--- config.mk ---
export PLATFORM = sky130hd
export DESIGN_NAME = regfile_sequencer
export DESIGN_NICKNAME = d
export VERILOG_FILES = /design/src/rtl/regfile_seq_pkg.sv /design/src/rtl/seq_alu.sv /design/src/rtl/regfile_sequencer.sv
export SDC_FILE = /design/constraint.sdc
export NUM_CORES = 1
export LEC_CHECK = 0
export ABC_AREA = 0
export CAP_MARGIN = 40
export CORE_ASPECT_RATIO = 2
export CORE_MARGIN = 5
export CORE_UTILIZATION = 30
export CTS_BUF_LIST = sky130_fd_sc_hd__clkbuf_4 sky130_fd_sc_hd__clkbuf_8 sky130_fd_sc_hd__clkbuf_16
export DETAILED_ROUTE_END_ITERATION = 10
export GPL_TIMING_DRIVEN = 0
export RECOVER_POWER = 100
export SLEW_MARGIN = 25
export SYNTH_ARGS = -nofsm -noshare
export SYNTH_HDL_FRONTEND = slang
export SYNTH_SLANG_ARGS = --single-unit
--- constraint.sdc ---
create_clock -name CLK -period 2.1 [get_ports CLK]
set_input_delay 0.315 -clock CLK [delete_from_list [all_inputs] [get_ports CLK]]
set_output_delay 0.315 -clock CLK [all_outputs]
set_load 0.03 [all_outputs]
--- src/rtl/regfile_seq_pkg.sv ---
// Shared constants and types for the register-file sequencer.
package regfile_seq_pkg;

  localparam int unsigned NUM_REGS = 8;
  localparam int unsigned SEL_W    = 3;

  typedef logic [SEL_W-1:0] sel_t;
  typedef logic [2:0]       op_t;

  localparam op_t OP_ADD   = 3'b000;
  localparam op_t OP_SUB   = 3'b001;
  localparam op_t OP_AND   = 3'b010;
  localparam op_t OP_OR    = 3'b011;
  localparam op_t OP_XOR   = 3'b100;
  localparam op_t OP_MOV   = 3'b101;
  localparam op_t OP_LOADI = 3'b110;
  localparam op_t OP_NOP   = 3'b111;

  typedef enum logic [1:0] {
    ST_IDLE  = 2'd0,
    ST_FETCH = 2'd1,
    ST_EXEC  = 2'd2,
    ST_WRITE = 2'd3
  } state_e;

endpackage

--- src/rtl/seq_alu.sv ---
// Combinational W-bit ALU for the register-file sequencer.
module seq_alu
  import regfile_seq_pkg::*;
#(
  parameter int unsigned W = 4
) (
  input  logic [W-1:0] a_i,
  input  logic [W-1:0] b_i,
  input  logic [W-1:0] imm_i,
  input  op_t          op_i,
  output logic [W-1:0] result_o,
  output logic         carry_o
);

  logic [W:0] sum;
  logic [W:0] diff;

  assign sum  = {1'b0, a_i} + {1'b0, b_i};
  // Top bit of the widened difference is the borrow.
  assign diff = {1'b0, a_i} - {1'b0, b_i};

  always_comb begin
    result_o = '0;
    carry_o  = 1'b0;
    case (op_i)
      OP_ADD: begin
        result_o = sum[W-1:0];
        carry_o  = sum[W];
      end
      OP_SUB: begin
        result_o = diff[W-1:0];
        carry_o  = diff[W];
      end
      OP_AND:   result_o = a_i & b_i;
      OP_OR:    result_o = a_i | b_i;
      OP_XOR:   result_o = a_i ^ b_i;
      OP_MOV:   result_o = a_i;
      OP_LOADI: result_o = imm_i;
      default: begin
        result_o = '0;
        carry_o  = 1'b0;
      end
    endcase
  end

endmodule

--- src/rtl/regfile_sequencer.sv ---
// Four-phase command sequencer (IDLE/FETCH/EXEC/WRITE) driving an 8-entry register file.
// Optional macro REGFILE_SEQ_ZERO_REG_EN makes register 0 read as zero and ignore writes.
module regfile_sequencer
  import regfile_seq_pkg::*;
#(
  parameter int unsigned W = 4
) (
  input  logic             CLK,
  input  logic             Reset,
  input  logic             Cmd_Valid,
  output logic             Cmd_Ready,
  input  logic [2:0]       Cmd_Op,
  input  logic [SEL_W-1:0] Cmd_Src0,
  input  logic [SEL_W-1:0] Cmd_Src1,
  input  logic [SEL_W-1:0] Cmd_Dst,
  input  logic [W-1:0]     Cmd_Imm,
  output logic [SEL_W-1:0] RF_Source_Select_0,
  output logic [SEL_W-1:0] RF_Source_Select_1,
  input  logic [W-1:0]     RF_Out_0,
  input  logic [W-1:0]     RF_Out_1,
  output logic [SEL_W-1:0] RF_Destination_Select,
  output logic [W-1:0]     RF_Data,
  output logic             RF_Write_Enable,
  output logic             Done,
  output logic [W-1:0]     Result,
  output logic             Carry,
  output logic             Zero
);

  state_e state_q, state_d;

  op_t          op_q, op_d;
  sel_t         sel0_q, sel0_d;
  sel_t         sel1_q, sel1_d;
  sel_t         dst_q, dst_d;
  sel_t         wsel_q, wsel_d;
  logic [W-1:0] imm_q, imm_d;
  logic [W-1:0] a_q, a_d;
  logic [W-1:0] b_q, b_d;
  logic [W-1:0] res_q, res_d;
  logic [W-1:0] wdata_q, wdata_d;
  logic         carry_q, carry_d;
  logic         zero_q, zero_d;
  logic         we_q, we_d;
  logic         done_q, done_d;

  logic [W-1:0] rd0, rd1;
  logic         wr_allowed;
  logic [W-1:0] alu_res;
  logic         alu_carry;

`ifdef REGFILE_SEQ_ZERO_REG_EN
  assign rd0        = (sel0_q == '0) ? '0 : RF_Out_0;
  assign rd1        = (sel1_q == '0) ? '0 : RF_Out_1;
  assign wr_allowed = (dst_q != '0);
`else
  assign rd0        = RF_Out_0;
  assign rd1        = RF_Out_1;
  assign wr_allowed = 1'b1;
`endif

  seq_alu #(
    .W (W)
  ) u_alu (
    .a_i      (a_q),
    .b_i      (b_q),
    .imm_i    (imm_q),
    .op_i     (op_q),
    .result_o (alu_res),
    .carry_o  (alu_carry)
  );

  // State register
  always_ff @(posedge CLK or posedge Reset) begin
    if (Reset) begin
      state_q <= ST_IDLE;
    end else begin
      state_q <= state_d;
    end
  end

  // Next-state logic
  always_comb begin
    state_d = state_q;
    case (state_q)
      ST_IDLE:  if (Cmd_Valid) state_d = ST_FETCH;
      ST_FETCH: state_d = ST_EXEC;
      ST_EXEC:  state_d = ST_WRITE;
      ST_WRITE: state_d = ST_IDLE;
      default:  state_d = ST_IDLE;
    endcase
  end

  // Output and datapath next-value logic
  always_comb begin
    Cmd_Ready = (state_q == ST_IDLE);
    op_d      = op_q;
    sel0_d    = sel0_q;
    sel1_d    = sel1_q;
    dst_d     = dst_q;
    imm_d     = imm_q;
    a_d       = a_q;
    b_d       = b_q;
    res_d     = res_q;
    carry_d   = carry_q;
    zero_d    = zero_q;
    wsel_d    = wsel_q;
    wdata_d   = wdata_q;
    we_d      = 1'b0;
    done_d    = 1'b0;
    case (state_q)
      ST_IDLE: begin
        if (Cmd_Valid) begin
          op_d   = Cmd_Op;
          sel0_d = Cmd_Src0;
          sel1_d = Cmd_Src1;
          dst_d  = Cmd_Dst;
          imm_d  = Cmd_Imm;
        end
      end
      ST_FETCH: begin
        a_d = rd0;
        b_d = rd1;
      end
      ST_EXEC: begin
        done_d = 1'b1;
        // NOP leaves result, flags and write port untouched.
        if (op_q != OP_NOP) begin
          res_d   = alu_res;
          carry_d = alu_carry;
          zero_d  = (alu_res == '0);
          wsel_d  = dst_q;
          wdata_d = alu_res;
          we_d    = wr_allowed;
        end
      end
      default: ;
    endcase
  end

  always_ff @(posedge CLK or posedge Reset) begin
    if (Reset) begin
      op_q    <= '0;
      sel0_q  <= '0;
      sel1_q  <= '0;
      dst_q   <= '0;
      imm_q   <= '0;
      a_q     <= '0;
      b_q     <= '0;
      res_q   <= '0;
      carry_q <= 1'b0;
      zero_q  <= 1'b0;
      wsel_q  <= '0;
      wdata_q <= '0;
      we_q    <= 1'b0;
      done_q  <= 1'b0;
    end else begin
      op_q    <= op_d;
      sel0_q  <= sel0_d;
      sel1_q  <= sel1_d;
      dst_q   <= dst_d;
      imm_q   <= imm_d;
      a_q     <= a_d;
      b_q     <= b_d;
      res_q   <= res_d;
      carry_q <= carry_d;
      zero_q  <= zero_d;
      wsel_q  <= wsel_d;
      wdata_q <= wdata_d;
      we_q    <= we_d;
      done_q  <= done_d;
    end
  end

  assign RF_Source_Select_0    = sel0_q;
  assign RF_Source_Select_1    = sel1_q;
  assign RF_Destination_Select = wsel_q;
  assign RF_Data               = wdata_q;
  assign RF_Write_Enable       = we_q;
  assign Done                  = done_q;
  assign Result                = res_q;
  assign Carry                 = carry_q;
  assign Zero                  = zero_q;

endmodule

==> results by group <==
Yosys
  – Cell accounting for the most synthesized area: dfrtp_1
  – Cell Area, Synth: 2020 sq um
  – Syn Inst Count: 190
  – Commonest cells post-synth: 37 x dfrtp_1, 27 x nand2_1, 18 x mux2_2
  – Ys Warns: 0
  – Top-count cell post-synth: dfrtp_1
  – Mean Syn Cell Area: 10.6 sq um
  – Yosys cell types: 40
  – Synth async-reset ratio: 100%
  – Top_reg_cell synth: dfrtp_1
  – Number of synthesized flops with an enable pin: 0
  – Top post-synthesis cells by area: dfrtp_1 46%, mux2_2 10%, ha_1 9.3%
  – Yosys reg bits: 37
  – Post-synthesis sequential area ratio: 45.8%
  – Syn nets: 234
  – Share of the synthesized area in the top cell type: 45.8%

Placed design
  – DP Worst Slack: -0.0301 ns
  – Input/output buffers: 48
  – Gp weighted congestion: 0.850
  – DP HPWL: 3.85 mm
  – Dpl cells: 327

Critical path
  – CP delay by family, top: buffers and inverters
  – CP Capture Type: primary output
  – Worst path buffer plus inverter count: 2
  – CP arrival: 1.70 ns
  – Max FO, Critical Path: 5
  – Startpoint types: flop
  – WS Path Type: flop to primary output
  – RR Endpoint: RF_Data[3]
  – Worst path cell trace: inv_1, ha_1, clkdlybuf4s50_1
  – Slowest CP cell: clkdlybuf4s50_1
  – FF-to-FF Start: b_q[2]
  – Worst Setup SP: state_q[0]
  – R2r worst-path depth: 8
  – Max stage delay on crit path: 0.70 ns
  – FF-to-FF setup slack: 0.09 ns
  – Critical Path RT: 1.78 ns

Die
  – Die Width: 68.1 um
  – I/O pin cnt: 49
  – DIE AREA: 8580 sq um
  – Core ar.: 6620 sq um
  – Initial Utilization: 30.5%
  – Rows: 42
  – Chip height: 126 um

Global routing
  – First-pass GRT wire length: 8.15 mm
  – Largest net degree at the start of global routing: 30
  – Initial antenna violation count: 0
  – Global Route Usage Sum: 12.6%
  – Vias in the first global route: 1705
  – Total gr overflow: 0

Min path
  – Hold/Removal Path Class: input port to async pin

Timing
  – Fmax: 0.495 GHz
  – Final period util: 96.1%
  – Final setup fails: 0
  – Tmin final: 2.02 ns
  – Final Hold Viols: 0
  – Worst Tran Pin Value: 0.763 ns
  – Final worst setup slack: 0.0816 ns
  – Max-slew violations: 0
  – Slew headroom: 49.1%
  – Clk_skew: 0.00164 ns
  – Unrepaired setup endpoints after global routing: no

CTS
  – CTS Buf Count: 5
  – Clk_lat worst skew: 0.28 ns
  – CTS tree: built
  – Max clock buf depth: 2
  – CTS sink count: 37
  – CTS H-tree lvls: 2
  – Clock transition at path regs: 0.05 ns
  – Root Buffer: clkbuf_16

Job
  – Maxcap violations: 0

Finish
  – Layout area overhead: 40.5%
  – Layout Cells excl Fill: 340
  – Number of diodes: 0
  – Layout cell share with drive strength beyond 1: 20.6%
  – Net count, final: 295
  – # fillers: 684

Routing
  – Via density: 4.61
  – Remaining routing DRC violations: 0
  – Wire per inst: 14.4 um
  – Final wirelength: 4.89 mm
  – Drt pass-1 iters: 4
  – Routed Antenna Nets: 0
  – Iter 0 DRT Violations: 28
  – Routed vias: 1567

Pwr
  – Leak: 1.31 nW
  – Pwr dens: 1720 nW/um^2
  – Peak supply drop: 0.878 mV

Outcome
  – Outcome: finished clean
[registers in the layout, summed over array words and instances, names as in the netlist]
| name | count |
|---|---|
| RF_Data | 4 |
| a_q | 4 |
| b_q | 4 |
| imm_q | 4 |
| RF_Destination_Select | 3 |
| RF_Source_Select_0 | 3 |
| RF_Source_Select_1 | 3 |
| dst_q | 3 |
| op_q | 3 |
| state_q | 2 |
| Carry | 1 |
| Done | 1 |
| RF_Write_Enable | 1 |
| Zero | 1 |
[final cells by class]
class | instances | area, sq um | area share (%)
multi-input combinational | 125 | 973 | 34.3
sequential | 37 | 928 | 32.7
timing repair buffer | 54 | 523 | 18.4
clock buffer | 7 | 153 | 5.37
tap | 88 | 110 | 3.87
buffer | 11 | 85.1 | 2.99
inverter | 17 | 63.8 | 2.25
clock inverter | 1 | 5.00 | 0.176
[cells by family (layout without fill, tap and decap cells)]
kind of cell,count (synthesis),count (layout),synth area share [%]
xor+xnor,2,2,0.866
mux,21,21,11.5
buf+inv,28,90,7.36
simple gates,48,48,11.3
flops,37,37,45.8
compound gates,37,37,11.9
fa+ha+maj,17,17,11.3
[how the worst max path moves through the flow]
stage / depth (start not counted) / endpoint / slack [ns]
global route: 8 / RF_Data[3] / 0.01
floorplan: 7 / RF_Data[3] / 0.13
CTS: 8 / RF_Data[3] / -0.007
finish: 3 / Cmd_Ready / 0.08
detailed placement: 7 / RF_Data[3] / -0.03
global placement: 7 / RF_Data[3] / -0.02
[per-layer routing]
metal	vias to the layer above	GRT usage, %	routed length (um)
met2	30	23.2	2870
met1	758	12.7	1720
li1	768	-	-
met5	-	0	0
met4	0	6.92	161
met3	11	2.05	140
[metrics by stage]
stage / util [%] / hold WS (ns) / setup TNS (ns) / area, sq um / total power [W]
floorplan: - / 0.401 / 0 / 2020 / 0.00321
global placement: 39.5 / 0.445 / -0.0174 / 2610 / 0.00406
detailed placement: 39.8 / 0.455 / -0.0378 / 2630 / 0.00412
CTS: 42.6 / 0.264 / -0.00654 / 2820 / 0.00499
global route: 42.9 / 0.462 / 0 / 2840 / 0.00528
finish: 42.9 / 0.425 / 0 / 2840 / 0.00489
[layout by cell type (no fill, tap or decap), drive strengths merged, types with 3 or more instances in the layout]
master         instances
dfrtp                 37
nand2                 27
clkdlybuf4s50         26
dlygate4sd3           22
mux2                  18
inv                   16
o21ai                 15
ha                    15
buf                   14
clkbuf                10
nor2                   7
a21oi                  6
a21o                   3
o31ai                  3
mux2i                  3
[power breakdown]
group          total [W]  leakage (nW)  switching [W]  internal (W)
logic            0.00284         0.780        0.00157       0.00127
registers        0.00128         0.447       0.000209       0.00107
clock network   0.000774        0.0799       0.000272      0.000502
[what timing repair did]
action	4_1_cts	5_1_grt
pin swaps	4	3
resized for setup	6	2
setup buffers	1	4
endpoints found under the setup margin	3	2
hold buffers	0	0
(Power assumes the default switching activity.)
